$ cat src/rtl/button_pkg.sv
// Shared constants and channel state encoding for the button accumulator.
package button_pkg;

    localparam int unsigned SyncStages = 2;

    typedef logic [1:0] btn_state_t;

    localparam btn_state_t IDLE         = 2'd0;
    localparam btn_state_t PRESS_WAIT   = 2'd1;
    localparam btn_state_t HELD         = 2'd2;
    localparam btn_state_t RELEASE_WAIT = 2'd3;

endpackage

$ cat src/rtl/debounce_channel.sv
// One button channel: synchroniser, press/release debounce FSM and optional
// auto-repeat (macro AUTO_REPEAT_EN).
module debounce_channel
    import button_pkg::*;
#(
    parameter int unsigned DEB_CYCLES    = 100,
    parameter int unsigned REPEAT_CYCLES = 50_000_000
) (
    input  logic clk,
    input  logic resetn,
    input  logic btn_i,
    output logic press_o
);

    localparam int unsigned CntW = $clog2(DEB_CYCLES + 1);
    localparam logic [CntW-1:0] CntMax = CntW'(DEB_CYCLES);

    logic [SyncStages-1:0] sync_q;
    logic                  btn_s;
    btn_state_t            state_q, state_d;
    logic [CntW-1:0]       cnt_q, cnt_d;
    logic                  press_q, press_d;
    logic                  rep_fire;

    assign btn_s   = sync_q[SyncStages-1];
    assign press_o = press_q;

`ifdef AUTO_REPEAT_EN
    localparam int unsigned RepW = $clog2(REPEAT_CYCLES + 1);
    localparam logic [RepW-1:0] RepLast = RepW'(REPEAT_CYCLES - 1);

    logic [RepW-1:0] rep_q, rep_d;

    // Counter only runs while the FSM stays in HELD; any exit clears it.
    always_comb begin
        rep_d    = '0;
        rep_fire = 1'b0;
        if (state_q == HELD && btn_s) begin
            if (rep_q == RepLast) begin
                rep_fire = 1'b1;
            end else begin
                rep_d = rep_q + 1'b1;
            end
        end
    end

    always_ff @(posedge clk) begin
        if (!resetn) begin
            rep_q <= '0;
        end else begin
            rep_q <= rep_d;
        end
    end
`else
    assign rep_fire = 1'b0;
`endif

    always_comb begin
        state_d = state_q;
        cnt_d   = cnt_q;
        press_d = rep_fire;
        case (state_q)
            IDLE: begin
                if (btn_s) begin
                    state_d = PRESS_WAIT;
                    cnt_d   = CntW'(1);
                end
            end
            PRESS_WAIT: begin
                if (!btn_s) begin
                    state_d = IDLE;
                    cnt_d   = '0;
                end else if (cnt_q == CntMax) begin
                    state_d = HELD;
                    cnt_d   = '0;
                    press_d = 1'b1;
                end else begin
                    cnt_d = cnt_q + 1'b1;
                end
            end
            HELD: begin
                if (!btn_s) begin
                    state_d = RELEASE_WAIT;
                    cnt_d   = CntW'(1);
                end
            end
            RELEASE_WAIT: begin
                if (btn_s) begin
                    state_d = HELD;
                    cnt_d   = '0;
                end else if (cnt_q == CntMax) begin
                    state_d = IDLE;
                    cnt_d   = '0;
                end else begin
                    cnt_d = cnt_q + 1'b1;
                end
            end
            default: begin
                state_d = IDLE;
                cnt_d   = '0;
            end
        endcase
    end

    always_ff @(posedge clk) begin
        if (!resetn) begin
            sync_q  <= '0;
            state_q <= IDLE;
            cnt_q   <= '0;
            press_q <= 1'b0;
        end else begin
            sync_q  <= {sync_q[SyncStages-2:0], btn_i};
            state_q <= state_d;
            cnt_q   <= cnt_d;
            press_q <= press_d;
        end
    end

endmodule

$ cat src/rtl/multi_button_accumulator.sv
// Debounced multi-button weighted accumulator with saturation.
// Optional auto-repeat while held is enabled by macro AUTO_REPEAT_EN.
module multi_button_accumulator
    import button_pkg::*;
#(
    parameter int unsigned NUM_CH        = 2,
    parameter int unsigned DEB_CYCLES    = 100,
    parameter int unsigned ACC_W         = 8,
    parameter int unsigned REPEAT_CYCLES = 50_000_000
) (
    input  logic                    clk,
    input  logic                    resetn,
    input  logic [NUM_CH-1:0]       btn_in,
    input  logic [NUM_CH*ACC_W-1:0] weight,
    input  logic                    clear,
    output logic [NUM_CH-1:0]       press_pulse,
    output logic [ACC_W-1:0]        acc_out,
    output logic                    acc_valid,
    output logic                    sat
);

    // Wide enough for the accumulator plus every channel's weight at once.
    localparam int unsigned SumW = ACC_W + $clog2(NUM_CH) + 1;
    localparam logic [ACC_W-1:0] AccMax = '1;

    logic [SumW-1:0]  sum, total;
    logic [ACC_W-1:0] acc_q, acc_d;
    logic             valid_q, valid_d;
    logic             sat_q, sat_d;

    for (genvar i = 0; i < NUM_CH; i++) begin : g_ch
        debounce_channel #(
            .DEB_CYCLES   (DEB_CYCLES),
            .REPEAT_CYCLES(REPEAT_CYCLES)
        ) u_ch (
            .clk    (clk),
            .resetn (resetn),
            .btn_i  (btn_in[i]),
            .press_o(press_pulse[i])
        );
    end

    always_comb begin
        sum = '0;
        for (int i = 0; i < NUM_CH; i++) begin
            if (press_pulse[i]) begin
                sum = sum + SumW'(weight[i*ACC_W +: ACC_W]);
            end
        end
        total = sum + SumW'(acc_q);
    end

    always_comb begin
        acc_d   = acc_q;
        sat_d   = sat_q;
        valid_d = 1'b0;
        if (clear) begin
            acc_d = '0;
            sat_d = 1'b0;
        end else if (|press_pulse) begin
            valid_d = 1'b1;
            if (total > SumW'(AccMax)) begin
                acc_d = AccMax;
                sat_d = 1'b1;
            end else begin
                acc_d = total[ACC_W-1:0];
            end
        end
    end

    always_ff @(posedge clk) begin
        if (!resetn) begin
            acc_q   <= '0;
            valid_q <= 1'b0;
            sat_q   <= 1'b0;
        end else begin
            acc_q   <= acc_d;
            valid_q <= valid_d;
            sat_q   <= sat_d;
        end
    end

    assign acc_out   = acc_q;
    assign acc_valid = valid_q;
    assign sat       = sat_q;

endmodule

$ cat config.mk
export PLATFORM = sky130hd
export DESIGN_NAME = multi_button_accumulator
export DESIGN_NICKNAME = d
export VERILOG_FILES = /design/src/rtl/button_pkg.sv /design/src/rtl/debounce_channel.sv /design/src/rtl/multi_button_accumulator.sv
export SDC_FILE = /design/constraint.sdc
export NUM_CORES = 1
export LEC_CHECK = 0
export ABC_CLOCK_PERIOD_IN_PS = 5100
export BUFFER_PORTS_ARGS = -buffer_cell sky130_fd_sc_hd__buf_2
export CAP_MARGIN = 20
export CORE_UTILIZATION = 50
export DETAILED_ROUTE_END_ITERATION = 12
export PLACE_DENSITY = 0.71
export RECOVER_POWER = 25
export SKIP_CTS_REPAIR_TIMING = 1
export SYNTH_ARGS = -nofsm -noshare
export SYNTH_HDL_FRONTEND = slang
export SYNTH_SLANG_ARGS = --single-unit
$ cat constraint.sdc
create_clock -name clk -period 5.1 [get_ports clk]
set_input_delay 0 -clock clk [delete_from_list [all_inputs] [get_ports clk]]
set_output_delay 0 -clock clk [all_outputs]
set_load 0.1 [all_outputs]
### After elaboration in Yosys (flattened, before gate mapping)

Index checks and enable logic that the tools add are counted.

| word-level totals | value |
|---|---|
| bits in registers | 34 |
| bits of input ports | 21 |

| cells by class | value |
|---|---|
| add/sub/neg operators | 4 |
| magnitude comparators | 1 |
| eq/ne operators | 16 |
| muxes and demuxes | 32 |
| bitwise operators | 1 |
| reduce and logical (&&, ||, !) cells | 11 |

Operators by type and width:

| operator | number |
|---|---|
| $mux 7 | 10 |
| $pmux 7 s4 | 2 |
| $mux 2 | 12 |
| $add 10x8->10 | 2 |
| $mux 8 | 2 |
| $pmux 2 s4 | 2 |
| $add 7x1->7 const B | 2 |
| $eq 7x7->1 const B | 2 |
| $gt 10x8->1 const B | 1 |
| $mux 10 | 1 |
| $eq 2x2->1 const B | 4 |
| $reduce_and 4->1 | 2 |
| $ne 3x1->1 const B | 2 |
| $ne 3x3->1 const B | 2 |
| $reduce_and 2->1 | 3 |
| $reduce_and 3->1 | 2 |
| $eq 2x1->1 const B | 2 |
| $logic_not 2->1 | 2 |
| $ne 2x1->1 const B | 2 |
| $ne 2x2->1 const B | 2 |
| $reduce_or 2->1 | 2 |
| $mux 1 | 3 |
| $not 1->1 | 1 |

### Logic depth before layout (Yosys ltp)

Gate-level depths: netlist of run 1.

| depth | value |
|---|---|
| word-level depth | 6 |
| depth in mapped cells | 16 |

### Modules after synthesis

A second synthesis of run 1 with hierarchy kept.

| second synthesis, totals | value |
|---|---|
| cells, all modules | 266 |
| area, all modules | 2338.5 µm² |

By module, submodules not included:

| module | instances | cells an instance | area each (µm²) | seq. area each (µm²) |
|---|---|---|---|---|
| multi_button_accumulator | 1 | 136 | 1189.9 | 200.2 |
| debounce_channel | 2 | 65 | 574.3 | 240.2 |

### Least setup slack after synthesis of run 1

OpenSTA, ideal clock, no wires.

| path | value |
|---|---|
| path kind | flip-flop to flip-flop |
| start | register g_ch[0].u_ch.press_q |
| end | register acc_q[6] (netlist: acc_out[6]) |
| library setup time | 0.119 ns |
| data arrival time | 3.276 ns |
| data required time | 4.981 ns |
| slack | 1.705 ns |
| cell stages (with the launch flop) | 16 |
| path buffers | 1 |
| cell sequence | dfxtp_1 buf_6 and2_1 ha_1 fa_1 o2111ai_1 nand2_1 xor2_1 mux2_2 ha_1 o21a_1 o31a_1 o41a_1 a21oi_2 o21ai_4 o221a_1 |

| between the ends | value |
|---|---|
| longest elaborated chain between the ends | 6 |
| elaborated cells between the ends (all ways) | 7 |
| those cells by class | add/sub: 2; order compare: 1; mux: 3; reduce/logical: 1 |

RTL lines:

| what | line | source |
|---|---|---|
| start: declaration | debounce_channel.sv:22 | `logic press_q, press_d;` |
| start signal: assignment | debounce_channel.sv:115 | `press_q <= press_d;` |
| $mux 8 | multi_button_accumulator.sv:46 | `if (press_pulse[i]) begin` |
| $add 10x8->10 | multi_button_accumulator.sv:47 | `sum = sum + SumW'(weight[i*ACC_W +: ACC_W]);` |
| $mux 10 | multi_button_accumulator.sv:46 |  |
| $add 10x8->10 | multi_button_accumulator.sv:50 | `total = sum + SumW'(acc_q);` |
| $gt 10x8->1 | multi_button_accumulator.sv:62 | `if (total > SumW'(AccMax)) begin` |
| $mux 8 | multi_button_accumulator.sv:62 |  |
| end signal: assignment | multi_button_accumulator.sv:73 | `acc_q <= '0;` |
| end signal: assignment | multi_button_accumulator.sv:77 | `acc_q <= acc_d;` |
| end: declaration | multi_button_accumulator.sv:27 | `logic [ACC_W-1:0] acc_q, acc_d;` |

Several ways; a longest one is shown, not always the timed one.
A chain may end at the register's enable or synchronous reset.

### Final worst setup path of run 1

| path | value |
|---|---|
| start | register g_ch[0].u_ch.press_q |
| end | register acc_q[4] (netlist: acc_out[4]) |

Same word-level chain as after synthesis.

==> impl_table.tex, run 1 <==
\begin{tabular}{lr}
\hline
Metric & Value \\
\hline
\multicolumn{2}{l}{\textbf{Outcome}} \\
Status & finished, final reports clean \\
\multicolumn{2}{l}{\textbf{STA}} \\
Actual transition at the worst max-transition pin & 1.163 ns \\
Share of the clock period used by the worst path after layout & 0.7289 \\
Smallest hold slack & 0.1114 ns \\
Worst Skew & 0.004962 ns \\
Fmax & 269.0 MHz \\
Worst slew margin relative to its limit & 0.2279 \\
Min Tclk post-route & 3.717 ns \\
Number of hold violations in the final report & 0 \\
Max-slew violations & 0 \\
\# setup viols final & 0 \\
Unrepaired setup endpoints after global routing & no \\
Setup\_tns & 0 ns \\
\multicolumn{2}{l}{\textbf{Die}} \\
Vertical die dimension & 69.41 µm \\
IO Pins & 33 \\
Initial core utilization & 0.5218 \\
Core footprint & 4354 µm² \\
Die Span X & 69.41 µm \\
Area enclosed by the die boundary & 4818 µm² \\
Core Rows & 24 \\
\multicolumn{2}{l}{\textbf{GRT}} \\
Global-route total usage across every layer & 0.1811 \\
First-pass GRT wire length & 7217 µm \\
Via count of the first global-routing pass & 1755 \\
Grt total ovfl & 0 \\
Largest net degree at the start of global routing & 26 \\
Initial antenna violation count & 0 \\
\multicolumn{2}{l}{\textbf{Clocking}} \\
TritonCTS clock tree & done \\
CTS Sinks & 34 \\
Buffer cell driving the clock tree root & sky130\_fd\_sc\_hd\_\_clkbuf\_8 \\
Worst-skew pair later-pin latency & 0.29 ns \\
Number of buffers between clock root and the deepest sink & 2 \\
Count of H-tree levels built during CTS & 2 \\
TritonCTS buffer count & 5 \\
Post-CTS clock slew at the launch and capture registers of the worst setup and hold paths & 0.07 ns \\
\multicolumn{2}{l}{\textbf{Final layout}} \\
Antenna Diode Count & 0 \\
Ratio of cells with drive above 1 in the final layout & 0.1712 \\
Syn-to-layout area delta & 12.28\% \\
Net total in the final layout & 334 \\
\multicolumn{2}{l}{\textbf{Critical path}} \\
Setup crit start & g\_ch[0].u\_ch.press\_o \\
Worst-case reg-to-reg path depth & 15 \\
Startpoint type of the worst setup path & flip-flop \\
Worst setup path category & flip-flop to flip-flop \\
CP endpoint kind & flip-flop \\
Internal reg-to-reg setup slack & 1.38 ns \\
Maximum fanout along the worst path & 12 \\
Setup crit end & acc\_out[4] \\
Data required time of the critical path & 5.28 ns \\
Capturing point of the worst reg2reg path & acc\_out[4] \\
Launch instance of the worst register-to-register path & g\_ch[0].u\_ch.press\_o \\
Arr. time, crit path & 3.90 ns \\
\multicolumn{2}{l}{\textbf{Route}} \\
Highest layer used for signal routing & met4 \\
Total wirelength of the detailed-routed design & 4066 µm \\
Met1 WL & 2023 µm \\
Drt pass-1 iters & 4 \\
Vias per std cell & 5.363 \\
Remaining antenna violation count & 0 \\
DR iter-0 viols & 37 \\
Via total after detailed routing & 1845 \\
Routed length on met2 & 1820 µm \\
Routed wire per std cell & 11.82 µm \\
Met3 WL & 161 µm \\
Post-detailed-route DRC marker count & 0 \\
\multicolumn{2}{l}{\textbf{Logic synthesis}} \\
Number of synthesized register bits & 34 \\
Fraction of synthesized cell area taken by the top area cell type & 0.2996 \\
Most used flip-flop cell after synthesis & sky130\_fd\_sc\_hd\_\_dfxtp\_1 \\
Count of mapped cells out of synthesis & 260 \\
Biggest area contributors in the synthesized netlist & sky130\_fd\_sc\_hd\_\_dfxtp\_1 30\%, sky130\_fd\_sc\_hd\_\_ha\_1 11\%, sky130\_fd\_sc\_hd\_\_o21ai\_0 4.4\%, sky130\_fd\_sc\_hd\_\_and2\_1 3.6\%, sky130\_fd\_sc\_hd\_\_nor2b\_1 3.6\% \\
Biggest area consumer among synthesized cells & sky130\_fd\_sc\_hd\_\_dfxtp\_1 \\
Fraction of synthesis flops using an asynchronous set or reset pin & 0 \\
Most common cell in the netlist & sky130\_fd\_sc\_hd\_\_dfxtp\_1 \\
Post-synthesis cell type count & 43 \\
Syn\_nets & 303 \\
Number of flops mapped to enable cells by yosys & 0 \\
Synthesis Warnings & 0 \\
Mean area per synthesized cell & 8.739 µm² \\
Post-synthesis instance area & 2272 µm² \\
Synth top cells by count & 34 x sky130\_fd\_sc\_hd\_\_dfxtp\_1, 20 x sky130\_fd\_sc\_hd\_\_ha\_1, 20 x sky130\_fd\_sc\_hd\_\_o21ai\_0, 18 x sky130\_fd\_sc\_hd\_\_nor2\_1, 17 x sky130\_fd\_sc\_hd\_\_nand2\_1 \\
Fraction of the yosys area taken by sequential cells & 0.2996 \\
\multicolumn{2}{l}{\textbf{Placement}} \\
Routability congestion estimate & 0.7652 \\
HPWL Detailed & 3075 µm \\
Port Buffer Count & 32 \\
\multicolumn{2}{l}{\textbf{Power and ir drop}} \\
Maximum vdd ir drop & 0.0002620 V \\
Switching pwr & 111.8 µW \\
Leakage & 0.001130 µW \\
Seq pwr share & 0.538 \\
Part of the total power dissipated in the clock network & 0.402 \\
Pwr/cell area & 197.6 nW/µm² \\
Internal Pwr Total & 392.2 µW \\
Proportion of power drawn by combinational gates & 0.060 \\
Switching share of power & 0.2219 \\
\multicolumn{2}{l}{\textbf{Hold path}} \\
Class of the most critical hold timing path & input pin to flip-flop \\
\multicolumn{2}{l}{\textbf{Job}} \\
Number of maximum-capacitance violations & 0 \\
\hline
\end{tabular}
## critical path: stages, from the launching register on
cell and delay, ns:
sky130_fd_sc_hd__dfxtp_1 0.54, sky130_fd_sc_hd__nand2_1 0.11, sky130_fd_sc_hd__inv_1 0.11, sky130_fd_sc_hd__ha_1 0.23, sky130_fd_sc_hd__a21o_1 0.18, sky130_fd_sc_hd__maj3_2 0.32
sky130_fd_sc_hd__a311oi_2 0.35, sky130_fd_sc_hd__xnor2_1 0.11, sky130_fd_sc_hd__mux2_2 0.28, sky130_fd_sc_hd__ha_1 0.22, sky130_fd_sc_hd__a21oi_1 0.18, sky130_fd_sc_hd__nand2_1 0.06
sky130_fd_sc_hd__o21ai_0 0.29, sky130_fd_sc_hd__and4_4 0.29, sky130_fd_sc_hd__o21ai_4 0.09, sky130_fd_sc_hd__o221a_1 0.24
## metal layers
layer  vias to the layer above  track usage
li1                        993            -
met1                       814       0.2236
met2                        31       0.3031
met3                         7      0.04360
met4                         0      0.07029
met5                         -            0
## metrics by stage
stage               power (µW)  setup WS [ns]  instances  utilization  area, µm²
floorplan                294.6          1.705        260            -       2272
global placement         305.8          1.497        334       0.5615       2445
detailed placement       306.5          1.402        334       0.5615       2445
CTS                      509.7          1.377        342       0.5833       2540
global route             526.1          1.014        344       0.5859       2551
finish                   504.1          1.383        344       0.5859       2551
## cell type report
type	instances	area (µm²)
inverter	10	37.54
clock buffer	6	82.58
timing repair buffer	34	171.4
fill	410	1803
tap	52	65.06
clock inverter	2	12.51
multi-input combinational	206	1501
sequential	34	680.7
## how the worst min path moves through the flow
stage,startpoint,cells past startpoint,end,slack [ns]
floorplan,resetn,2,g_ch[0].u_ch.press_o,0.13
global placement,btn_in[1],2,g_ch[1].u_ch.sync_q[0],0.21
detailed placement,btn_in[0],2,g_ch[0].u_ch.sync_q[0],0.21
CTS,btn_in[0],2,g_ch[0].u_ch.sync_q[0],-0.09
global route,resetn,3,g_ch[0].u_ch.state_q[0],0.13
finish,resetn,3,g_ch[0].u_ch.state_q[0],0.11
## state kept, by name, indices dropped and copies added (netlist names), named ones only
signal / cells
g_ch.u_ch.state_q: 2
g_ch.u_ch.sync_q: 4
sat: 1
acc_out: 8
g_ch.u_ch.cnt_q: 14
g_ch.u_ch.press_o: 2
acc_valid: 1
## cell families after synthesis
family                     count (synthesis)  share of synthesized area
adders and majority gates                 23                     0.1327
AOI/OAI and AO/OA                         68                     0.2131
and+or+nand+nor                           97                     0.2395
DFF                                       34                     0.2996
muxes                                      6                    0.02918
buffers and inverters                     20                    0.03965
xor gates and xnor gates                  12                    0.04626
## placed cells by master, fill, tap and decap left out, types with 3 or more instances in the layout
cell type | netlist | layout
sky130_fd_sc_hd__inv_1 | 10 | 10
sky130_fd_sc_hd__dfxtp_1 | 34 | 34
sky130_fd_sc_hd__nand3_1 | 4 | 4
sky130_fd_sc_hd__nor2b_1 | 13 | 13
sky130_fd_sc_hd__nor3b_1 | 10 | 10
sky130_fd_sc_hd__a21o_1 | 3 | 3
sky130_fd_sc_hd__nor3_1 | 4 | 4
sky130_fd_sc_hd__and2_1 | 13 | 12
sky130_fd_sc_hd__mux2_2 | 5 | 5
sky130_fd_sc_hd__nor2_1 | 18 | 18
sky130_fd_sc_hd__and3_1 | 7 | 7
sky130_fd_sc_hd__o211a_1 | 3 | 3
sky130_fd_sc_hd__o21ai_0 | 20 | 20
sky130_fd_sc_hd__a21oi_1 | 16 | 16
sky130_fd_sc_hd__xnor2_1 | 8 | 8
sky130_fd_sc_hd__buf_2 | 0 | 25
sky130_fd_sc_hd__clkbuf_1 | 7 | 7
sky130_fd_sc_hd__clkbuf_8 | 0 | 6
sky130_fd_sc_hd__o221a_1 | 7 | 7
sky130_fd_sc_hd__nand2_1 | 17 | 17
sky130_fd_sc_hd__o21a_1 | 4 | 4
sky130_fd_sc_hd__or2_2 | 3 | 3
sky130_fd_sc_hd__xor2_1 | 4 | 4
sky130_fd_sc_hd__ha_1 | 20 | 20
## power by group through the flow
stage / Combinational (µW) / Clock, µW / Sequential, µW
2_1_floorplan: 18.1 / 0 / 276
3_3_place_gp: 28.9 / 0 / 277
3_5_place_dp: 29.5 / 0 / 277
4_1_cts: 29.6 / 209 / 271
5_1_grt: 34.3 / 220 / 271
6_report: 30.3 / 203 / 271
(Power assumes the default switching activity.)
==> run 2, diff against run 1 <==
--- a/config.mk
+++ b/config.mk
@@ -5,12 +5,12 @@
 export SDC_FILE = /design/constraint.sdc
 export NUM_CORES = 1
 export LEC_CHECK = 0
-export ABC_CLOCK_PERIOD_IN_PS = 5100
+export ABC_CLOCK_PERIOD_IN_PS = 3300
 export BUFFER_PORTS_ARGS = -buffer_cell sky130_fd_sc_hd__buf_2
 export CAP_MARGIN = 20
 export CORE_UTILIZATION = 50
 export DETAILED_ROUTE_END_ITERATION = 12
-export PLACE_DENSITY = 0.71
+export PLACE_DENSITY = 0.74
 export RECOVER_POWER = 25
 export SKIP_CTS_REPAIR_TIMING = 1
 export SYNTH_ARGS = -nofsm -noshare
==> constraint.sdc (replaced) <==
create_clock -name clk -period 3.3 [get_ports clk]
set_input_delay 0 -clock clk [delete_from_list [all_inputs] [get_ports clk]]
set_output_delay 0 -clock clk [all_outputs]
set_load 0.1 [all_outputs]
==> impl_table.tex, run 2 (synthesis results as in run 1) <==
\begin{tabular}{lr}
\hline
Metric & Value \\
\hline
\multicolumn{2}{l}{\textbf{STA}} \\
Actual transition at the worst max-transition pin & 1.159 ns (-0.004612 ns) \\
Number of hold violations in the final report & 0 (unchanged) \\
Unrepaired setup endpoints after global routing & yes \\
Worst slew margin relative to its limit & 0.2309 (+0.003061) \\
\# setup viols final & 6 (+6) \\
Worst Skew & 0.005955 ns (+0.0009923 ns) \\
Final WS setup & -0.006490 ns (-1.389 ns) \\
Min Tclk post-route & 3.306 ns (-0.4109 ns) \\
Fmax & 302.4 MHz (+12\%) \\
Max-slew violations & 0 (unchanged) \\
Share of the clock period used by the worst path after layout & 1.002 (+0.2731) \\
\multicolumn{2}{l}{\textbf{Die}} \\
Core footprint & 4354 µm² (unchanged) \\
IO Pins & 33 (unchanged) \\
Die Span X & 69.41 µm (unchanged) \\
Area enclosed by the die boundary & 4818 µm² (unchanged) \\
Core Rows & 24 (unchanged) \\
Vertical die dimension & 69.41 µm (unchanged) \\
Initial core utilization & 0.5218 (unchanged) \\
\multicolumn{2}{l}{\textbf{Final layout}} \\
Max reg flops & 14 (unchanged) \\
Most frequent cells in the layout & 33 x sky130\_fd\_sc\_hd\_\_dfxtp\_1, 27 x sky130\_fd\_sc\_hd\_\_buf\_2, 18 x sky130\_fd\_sc\_hd\_\_nor2\_1 \\
Syn-to-layout area delta & 21.70\% \\
Most common library cell in the layout ignoring fill and taps & sky130\_fd\_sc\_hd\_\_dfxtp\_1 \\
Final Non-Filler Cells & 355 (+3.2\%) \\
Antenna Diode Count & 0 (unchanged) \\
Ratio of cells with drive above 1 in the final layout & 0.2508 (+0.07959) \\
Sequential cell area & 681.9 µm² (+0.18\%) \\
Final-layout fill cell count & 379 (-7.6\%) \\
Net total in the final layout & 345 (+3.3\%) \\
Register ranked first by flip-flop count & g\_ch.u\_ch.cnt\_q \\
Post-route cell area & 2765 µm² (+8.4\%) \\
Combined area of the multi-input logic cells & 1618 µm² (+7.7\%) \\
\multicolumn{2}{l}{\textbf{GRT}} \\
Grt total ovfl & 0 (unchanged) \\
Largest net degree at the start of global routing & 26 (unchanged) \\
Initial antenna violation count & 0 (unchanged) \\
Via count of the first global-routing pass & 1912 (+8.9\%) \\
Global-route total usage across every layer & 0.2047 (+0.02360) \\
First-pass GRT wire length & 7962 µm (+10\%) \\
\multicolumn{2}{l}{\textbf{Route}} \\
Remaining antenna violation count & 0 (unchanged) \\
Highest layer used for signal routing & met4 \\
Routed wire per std cell & 13.31 µm (+13\%) \\
Total wirelength of the detailed-routed design & 4725 µm (+16\%) \\
Via total after detailed routing & 1966 (+6.6\%) \\
Post-detailed-route DRC marker count & 0 (unchanged) \\
Vias per std cell & 5.538 (+3.3\%) \\
Met3 WL & 170 µm (+5.6\%) \\
Drt pass-1 iters & 4 (unchanged) \\
Routed length on met2 & 2229 µm (+22\%) \\
DR iter-0 viols & 61 (+65\%) \\
Met1 WL & 2145 µm (+6.0\%) \\
\multicolumn{2}{l}{\textbf{Critical path}} \\
Startpoint type of the worst setup path & flip-flop \\
Setup crit start & g\_ch[0].u\_ch.press\_o \\
Arr. time, crit path & 3.49 ns (-0.41 ns) \\
Launch instance of the worst register-to-register path & g\_ch[0].u\_ch.press\_o \\
Maximum fanout along the worst path & 7 (-5) \\
CP endpoint kind & flip-flop \\
Worst setup path category & flip-flop to flip-flop \\
Data required time of the critical path & 3.48 ns (-1.80 ns) \\
\multicolumn{2}{l}{\textbf{Clocking}} \\
TritonCTS clock tree & done \\
Number of buffers between clock root and the deepest sink & 2 (unchanged) \\
CTS Sinks & 34 (unchanged) \\
TritonCTS buffer count & 5 (unchanged) \\
Post-CTS clock slew at the launch and capture registers of the worst setup and hold paths & 0.07 ns (about the same) \\
Count of H-tree levels built during CTS & 2 (unchanged) \\
Worst-skew pair later-pin latency & 0.29 ns (about the same) \\
Buffer cell driving the clock tree root & sky130\_fd\_sc\_hd\_\_clkbuf\_8 \\
\multicolumn{2}{l}{\textbf{Placement}} \\
Cell area reported after detailed placement & 2546 µm² (+4.1\%) \\
Routability congestion estimate & 0.7782 (+1.7\%) \\
HPWL Detailed & 3388 µm (+10\%) \\
Placed cells & 342 (+2.4\%) \\
Port Buffer Count & 32 (unchanged) \\
\multicolumn{2}{l}{\textbf{Power and ir drop}} \\
Leakage & 0.001198 µW (+6.0\%) \\
Maximum vdd ir drop & 0.0003443 V (+31\%) \\
Pwr/cell area & 306.1 nW/µm² (+55\%) \\
\multicolumn{2}{l}{\textbf{Job}} \\
Number of maximum-capacitance violations & 0 (unchanged) \\
\multicolumn{2}{l}{\textbf{Hold path}} \\
Beginning of the worst hold path & resetn \\
Class of the most critical hold timing path & input pin to flip-flop \\
\multicolumn{2}{l}{\textbf{Outcome}} \\
Status & finished with violations \\
Failing checks & setup timing \\
\hline
\end{tabular}
## run 2: final cells by class
class	instances	area share
Clock inverter	1	0.01086
Tap cell	52	0.02353
Inverter	10	0.01357
Clock buffer	7	0.02760
Timing Repair Buffer	45	0.09276
Sequential cell	34	0.2466
Multi-Input combinational cell	206	0.5851
## run 2: path summary, 6_finish.rpt
| check | endpoint | slack (ns) | cells past startpoint |
|---|---|---|---|
| setup / recovery | acc_out[4] | -0.006 | 13 |
| hold / removal | g_ch[0].u_ch.state_q[0] | 0.11 | 3 |
| setup reg to reg | acc_out[4] | -0.006 | 13 |
| hold reg to reg | g_ch[0].u_ch.sync_q[1] | 0.44 | 1 |
## run 2: report_power, final
part	switching, µW	internal [µW]	total, µW
registers	4.09	415	419
logic	27.0	25.7	52.6
clock network	149	226	375
total	180	666	846
## run 2: worst max-delay path, cell delays in order, from the launching register on
cell and delay, ns:
sky130_fd_sc_hd__dfxtp_2 0.33, sky130_fd_sc_hd__and2_4 0.14, sky130_fd_sc_hd__ha_4 0.16, sky130_fd_sc_hd__buf_4 0.13, sky130_fd_sc_hd__a21o_1 0.17, sky130_fd_sc_hd__maj3_2 0.35, sky130_fd_sc_hd__a311oi_4 0.29, sky130_fd_sc_hd__xnor2_1 0.12
sky130_fd_sc_hd__mux2_4 0.28, sky130_fd_sc_hd__ha_4 0.17, sky130_fd_sc_hd__o41a_1 0.46, sky130_fd_sc_hd__a21oi_2 0.23, sky130_fd_sc_hd__o21ai_4 0.12, sky130_fd_sc_hd__o221a_1 0.24
## run 2: metal layers
layer	vias to the layer above	GRT usage
li1	1014	-
met1	892	0.2388
met2	46	0.3420
met3	14	0.03488
met4	0	0.1383
met5	-	0
## run 2: stage by stage
step                      total power, µW  worst slack [ns]    util  setup TNS, ns  hold slack, ns
after floorplan                     455.6         -0.002354       -       -0.01581          0.1179
after global placement              474.2          -0.01057  0.5848       -0.07108          0.2053
after detailed placement            476.1          -0.09849  0.5848        -0.7006          0.2105
after CTS                           850.3           -0.1243  0.6092        -0.8929        -0.09086
after global routing                876.1           -0.1185  0.6351        -0.7685          0.1409
final                               846.4         -0.006490  0.6351       -0.02463          0.1115
